$ cat src/rtl/led_pattern_sequencer_if.sv
// Control and pattern bundle for led_pattern_sequencer.
// The master drives run, clear and mode, and the slave returns tick and pattern.
interface led_pattern_sequencer_if #(
  parameter int unsigned CH = 2
);
  logic          enable;
  logic          clear;
  logic [1:0]    mode;
  logic          tick;
  logic [CH-1:0] pattern;

  modport master (output enable, clear, mode, input  tick, pattern);
  modport slave  (input  enable, clear, mode, output tick, pattern);
endinterface

$ cat src/rtl/led_pattern_sequencer.sv
// Programmable prescaler with a one-cycle tick every DIVIDE clocks.
// Drives a CH-bit status pattern: binary, walking one, Gray or blink.
module led_pattern_sequencer #(
  parameter int unsigned DIVIDE    = 14318180,
  parameter int unsigned CNT_WIDTH = 24,
  parameter int unsigned CH        = 2
) (
  input  logic                   clk,
  input  logic                   reset,
  led_pattern_sequencer_if.slave bus
);

  typedef enum logic [1:0] {
    MODE_BIN   = 2'b00,
    MODE_WALK  = 2'b01,
    MODE_GRAY  = 2'b10,
    MODE_BLINK = 2'b11
  } mode_t;

  localparam logic [CNT_WIDTH-1:0] LAST      = CNT_WIDTH'(DIVIDE - 1);
  localparam logic [CNT_WIDTH-1:0] HALF      = CNT_WIDTH'(DIVIDE / 2);
  localparam logic [CH-1:0]        RING_INIT = CH'(1);

  logic [CNT_WIDTH-1:0] presc, presc_n, presc_cur;
  logic [CH-1:0]        seq, seq_n;
  logic [CH-1:0]        ring, ring_n;
  logic                 tick_n;
  logic [CH-1:0]        pattern_n;
  mode_t                mode_e;

  assign mode_e = mode_t'(bus.mode);

  always_comb begin
    presc_n   = presc;
    seq_n     = seq;
    ring_n    = ring;
    tick_n    = 1'b0;
    presc_cur = presc;
    pattern_n = '0;
    // Blink samples the pre-edge prescaler, so a clear restarts it from zero too.
    if (bus.clear) begin
      presc_n   = '0;
      seq_n     = '0;
      ring_n    = RING_INIT;
      presc_cur = '0;
    end else if (bus.enable) begin
      if (presc == LAST) begin
        presc_n = '0;
        tick_n  = 1'b1;
        seq_n   = seq + CH'(1);
        ring_n  = {ring[CH-2:0], ring[CH-1]};
      end else begin
        presc_n = presc + CNT_WIDTH'(1);
      end
    end
    case (mode_e)
      MODE_BIN:   pattern_n = seq_n;
      MODE_WALK:  pattern_n = ring_n;
      MODE_GRAY:  pattern_n = seq_n ^ (seq_n >> 1);
      MODE_BLINK: pattern_n = {CH{presc_cur < HALF}};
      default:    pattern_n = '0;
    endcase
  end

  always_ff @(posedge clk or posedge reset) begin
    if (reset) begin
      presc       <= '0;
      seq         <= '0;
      ring        <= RING_INIT;
      bus.tick    <= 1'b0;
      bus.pattern <= '0;
    end else begin
      presc       <= presc_n;
      seq         <= seq_n;
      ring        <= ring_n;
      bus.tick    <= tick_n;
      bus.pattern <= pattern_n;
    end
  end

endmodule

$ cat src/flat_wrapper.sv
// flat-port wrapper written by rule: the top's interface ports become plain ports
module led_pattern_sequencer_flat 
#(
  parameter int unsigned DIVIDE    = 14318180,
  parameter int unsigned CNT_WIDTH = 24,
  parameter int unsigned CH        = 2
)
  (clk, reset, bus_enable, bus_clear, bus_mode, bus_tick, bus_pattern);
  led_pattern_sequencer_if #(.CH(CH)) bus_i ();
  input  logic clk;
  input  logic reset;
  input wire logic [$bits(bus_i.enable)-1:0] bus_enable;
  input wire logic [$bits(bus_i.clear)-1:0] bus_clear;
  input wire logic [$bits(bus_i.mode)-1:0] bus_mode;
  output wire logic [$bits(bus_i.tick)-1:0] bus_tick;
  output wire logic [$bits(bus_i.pattern)-1:0] bus_pattern;
  assign bus_i.enable = bus_enable;
  assign bus_i.clear = bus_clear;
  assign bus_i.mode = bus_mode;
  assign bus_tick = bus_i.tick;
  assign bus_pattern = bus_i.pattern;
  led_pattern_sequencer #(.DIVIDE(DIVIDE), .CNT_WIDTH(CNT_WIDTH), .CH(CH)) u_core (.clk(clk), .reset(reset), .bus(bus_i));
endmodule
$ cat config.mk
export PLATFORM = sky130hd
export DESIGN_NAME = led_pattern_sequencer_flat
export DESIGN_NICKNAME = d
export VERILOG_FILES = /design/src/rtl/led_pattern_sequencer_if.sv /design/src/rtl/led_pattern_sequencer.sv /design/src/flat_wrapper.sv
export SDC_FILE = /design/constraint.sdc
export NUM_CORES = 1
export LEC_CHECK = 0
export CAP_MARGIN = 20
export CORE_UTILIZATION = 60
export CTS_CLUSTER_SIZE = 24
export DETAILED_ROUTE_END_ITERATION = 8
export PLACE_DENSITY = 0.85
export SKIP_CTS_REPAIR_TIMING = 1
export SLEW_MARGIN = 20
export SYNTH_ARGS = -nofsm -noshare
export SYNTH_HDL_FRONTEND = slang
export SYNTH_SLANG_ARGS = --single-unit
$ cat constraint.sdc
create_clock -name clk -period 5.65 [get_ports clk]
set_clock_uncertainty 0.2 [all_clocks]
set_input_delay 1.4125 -clock clk [delete_from_list [all_inputs] [get_ports clk]]
set_output_delay 1.4125 -clock clk [all_outputs]
set_load 0.05 [all_outputs]
## Word level (Yosys, flattened, before mapping)

Cells that the tools add are included.

- Add/subtract/negate cells: 2
- Multiply operators: 0
- Divide/modulo/power cells: 0
- Magnitude comparators: 1
- Equal/unequal tests: 4
- Shifts and indexed selects: 0
- Mux-type cells: 14
- Bitwise operators: 1
- Reductions and logical operators: 2

Operator list:

| cell | count |
|---|---|
| two-way mux 24 bit | 4 |
| adder 24 x 1 -> 24 bit, second input constant | 1 |
| == test 24 bit, second input constant | 1 |
| less-than comparator 24 x 23 -> 1 bit, second input constant | 1 |
| two-way mux 2 bit | 6 |
| one-hot mux 2 bit (4 select lines) | 1 |
| == test 2 bit, second input constant | 2 |
| two-way mux 1 bit | 3 |
| adder 2 x 1 -> 2 bit, second input constant | 1 |
| == test 2 x 1 -> 1 bit, second input constant | 1 |
| zero test 2 bit | 1 |
| nonzero test 2 bit | 1 |
| XOR 2 x 1 -> 2 bit | 1 |

- Flip-flop bits (word level): 31
- Latch bits: 0
- RAM bits: 0
- Bits in read-only memories: 0
- Input port bits: 6
- Output and inout bits: 3
- Word-level logic and storage cells: 29
- Memories kept: 0

## Longest topological paths before layout

- Depth in word-level cells: 6
- Depth in mapped cells: 8
- Gate-level depth less buffers: 7

## Worst setup path after synthesis

OpenSTA, ideal clock, no wires.

- Kind: input to register
- From: input bus_enable
- To: register u_core.bus.pattern[0]
- Library setup time: 0.063 ns
- Data arrival time: 2.656 ns
- Data required time: 5.387 ns
- Path slack: 2.730 ns
- Stages on the path: 6
- Path buffers: 1
- Cells stage by stage: and3b_1 -> and4_1 -> buf_6 -> or4b_1 -> a32oi_1 -> o32a_2

- Word-level cells in the longest chain between the ends: 4
- Elaborated cells on any way between the ends: 6
- Those cells by class: mux (5); bitwise (1)

Ends and longest elaborated chain:

| what | line | text |
|---|---|---|
| start, declared | flat_wrapper.sv:12 | `input wire logic [$bits(bus_i.enable)-1:0] bus_enable;` |
| two-way mux 2 bit | led_pattern_sequencer.sv:46 | `end else if (bus.enable) begin` |
| two-way mux 2 bit | led_pattern_sequencer.sv:41 | `if (bus.clear) begin` |
| XOR 2 x 1 -> 2 bit | led_pattern_sequencer.sv:59 | `MODE_GRAY: pattern_n = seq_n ^ (seq_n >> 1);` |
| one-hot mux 2 bit (4 select lines) * | led_pattern_sequencer.sv:56 | `case (mode_e)` |
| via u_core.pattern_n[0] | led_pattern_sequencer.sv:28 | `logic [CH-1:0] pattern_n;` |
| end signal, assigned | led_pattern_sequencer.sv:77 | `bus.pattern <= pattern_n;` |
| end, declared | led_pattern_sequencer_if.sv:13 | `modport slave (input enable, clear, mode, output tick, pattern);` |

The timed path passes the listed nets; every way through them passes the cells marked *.
A chain may end at the register's enable or synchronous reset.

## Worst setup path after layout

- From: input bus_clear
- To: register u_core.presc[17]

- Word-level cells in the longest chain between the ends: 1
- Elaborated cells on any way between the ends: 2
- Those cells by class: mux (1); reduce/logical (1)

Ends and longest elaborated chain:

| what | line | text |
|---|---|---|
| start, declared | flat_wrapper.sv:13 | `input wire logic [$bits(bus_i.clear)-1:0] bus_clear;` |
| two-way mux 24 bit / nonzero test 2 bit (equally long branches) | n/a |  |
| end signal, assigned | led_pattern_sequencer.sv:73 | `presc <= presc_n;` |
| end, declared | led_pattern_sequencer.sv:24 | `logic [CNT_WIDTH-1:0] presc, presc_n, presc_cur;` |

Parallel ways exist; a longest one is shown, timed or not.

==> metrics <==
run status complete, no violations; pwr dens 202 nW/um2; WL/cell 15.7 um; # IOs 9; Final Non-Filler Cells 225; Syn Nets 192; fin util between 60% and 70%; Port Buffer Count 8; Rows 19; Yosys Warn Count 0; clk_lat worst skew between 0.3 and 0.4 ns; DR vias/cell between 6 and 7; Vias between 1000 and 1500; NumNets Final 200; post-synthesis cell type count 46; Cell Area, Synth 1720 um2; CTS tree yes; setup ws final 2.05 ns; worst hold path type reg2reg; overall routing resource usage approximately a quarter; initial antenna violation count 0; Tot Pwr 0.374 mW; Die Area ~3000 um2; Setup WS pre-CTS ~1.7 ns; core box area 2730 um2; Tightest Pin Transition 0.732 ns; share of cells above drive strength 1 7.73%; critical path type in2reg; vias in the first global route roughly 1400; Max IR drop VDD 0.162 mV; crit path time final ~3.6 ns; maximum clock rate 278 MHz; Final Hold Violating Endpoints 0; Layout fillers 222; fin crit share 63.8%; maxcap violations 0; design area roughly 1900 um2; critical path arrival 3.62 ns; clock sink count 31; Max FO, Critical Path 15; Worst-path clk slew 0.10 ns; unrepaired setup endpoints after global routing no; DR iter-0 viols 47; RePlAce Congestion 0.861; #FFs+latches synth 31; FF+latch area ~780 um2; number of diodes 0; Lkg Pwr 0.771 nW; leading cell type in the layout, fill and taps excluded dfrtp_1; root buffer cell clkbuf_4; Setup crit start kind primary input; DRC 0; hold slack final 0.375 ns; post-route setup TNS 0 ns; first-pass GRT wire length 6270 um; TritonCTS Buffers 5; TritonRoute pass-1 iters 5; Post-Route WL 3540 um; final setup fails 0; Req. time, crit path 5.67 ns; syn avg cell area approximately 9.3 um2; most frequent cells in the layout dfrtp_1, nor2_1, xor2_1; Post-DP Area 1810 um2; largest net degree at the start of global routing 21; # H-tree levels 2; Initial Util 62.9%; area delta synth->final 8.01%; Multi-input gate area just under 900 um2; dpl cells about 220; Post-Synthesis Cells ~190; Die Height 55.5 um; CTS max path bufs 2; GR Overflow Total 0; critical path endpoint category register; slew margin rel. approximately half; width of the die ~56 um; Antenna Violating Nets Remaining 0; max-slew violations 0; DP HPWL around 2600 um; post-synthesis sequential area ratio 45.2%
==> cell type report <==
| class | instances | area share [%] |
|---|---|---|
| multi-input combinational | 143 | 47.7 |
| tap | 31 | 2.09 |
| clock buffer | 8 | 2.63 |
| sequential | 31 | 41.8 |
| timing repair buffer | 9 | 5.12 |
| inverter | 3 | 0.606 |
==> cells in the mapped netlist (all sizes together) <==
cell | number | share of area (%)
a211o | 1 | 0.51
a21o | 1 | 0.44
a21oi | 2 | 0.58
a22o | 1 | 0.51
a31o | 1 | 0.51
a31oi | 3 | 1.1
a32oi | 1 | 0.51
and3 | 3 | 1.1
and3b | 2 | 1.0
and4 | 2 | 1.0
buf | 4 | 1.7
clkbuf | 4 | 0.95
dfrtp | 30 | 44
dfstp | 1 | 1.5
ha | 1 | 0.73
inv | 3 | 0.65
mux2i | 2 | 1.2
nand2 | 14 | 3.1
nand2b | 4 | 1.5
nand3 | 14 | 4.1
nand4 | 6 | 2.5
nand4b | 1 | 0.51
nor2 | 28 | 6.1
nor2b | 1 | 0.36
nor3 | 8 | 2.3
nor3b | 1 | 0.73
nor4 | 3 | 1.5
o2111a | 1 | 0.65
o211a | 1 | 0.58
o211ai | 1 | 0.44
o21ai | 6 | 1.7
o221ai | 1 | 0.51
o31ai | 1 | 0.44
o32a | 1 | 0.65
o41ai | 1 | 0.51
or2 | 4 | 1.5
or3 | 4 | 1.5
or4b | 1 | 0.58
xnor2 | 6 | 3.1
xor2 | 15 | 7.6
==> layer usage <==
metal  up-vias  wire length, um  share of wire, %  global-route usage (%)
li1        676                -                 -                       -
met1       682             1500                43                    30.5
met2        39             1810                51                    44.6
met3        11              133               3.8                    4.68
met4         0               90               2.5                    12.9
met5         -                0                 0                       0
==> state kept, by name, indices dropped and copies added, names as in the netlist <==
| register | cells |
|---|---|
| u_core.bus.pattern | 2 |
| u_core.ring | 2 |
| u_core.seq | 2 |
| u_core.bus.tick | 1 |
| u_core.presc | 24 |
==> report_power, final <==
part	internal, mW	leakage, nW	switching [mW]	total [mW]
clock network	0.0495	0.0265	0.0699	0.119
logic	0.0106	0.319	0.0178	0.0284
registers	0.224	0.425	0.00268	0.227
total	0.284	0.771	0.0904	0.374
==> critical path, stage by stage <==
cell	delay, ns
clkdlybuf4s50_1	0.74
o2111a_1	0.28
nand3_1	0.15
nor3_1	0.60
nand3_1	0.19
xor2_1	0.18
nor2_1	0.06
==> path summary, 6_finish.rpt <==
check                                                  end                   startpoint  slack (ns)  cells past startpoint
max                           u_core.presc[17]$_DFFE_PP0P_                    bus_clear        2.05                      7
min                               u_core.ring[1]$_DFF_PP0_     u_core.ring[1]$_DFF_PP0_        0.37                      2
max reg2reg                u_core.bus.pattern[0]$_DFF_PP0_  u_core.presc[1]$_DFFE_PP0P_        3.05                      7
min reg2reg                       u_core.ring[1]$_DFF_PP0_     u_core.ring[1]$_DFF_PP0_        0.37                      2
max in group asynchronous      u_core.presc[3]$_DFFE_PP0P_                        reset        3.41                      3
min in group asynchronous     u_core.presc[14]$_DFFE_PP0P_                        reset        1.29                      2
==> kinds of logic after synthesis <==
| kind of cell | synth area share (%) |
|---|---|
| XOR/XNOR | 10.7 |
| adder cells (fa/ha/maj) | 0.728 |
| buffers and inverters | 3.27 |
| AND/OR/NAND/NOR | 29.3 |
| flip-flops | 45.2 |
| multiplexers | 1.16 |
| AO/OA/AOI/OAI | 9.68 |
Power figures use the tool's default switching activity.
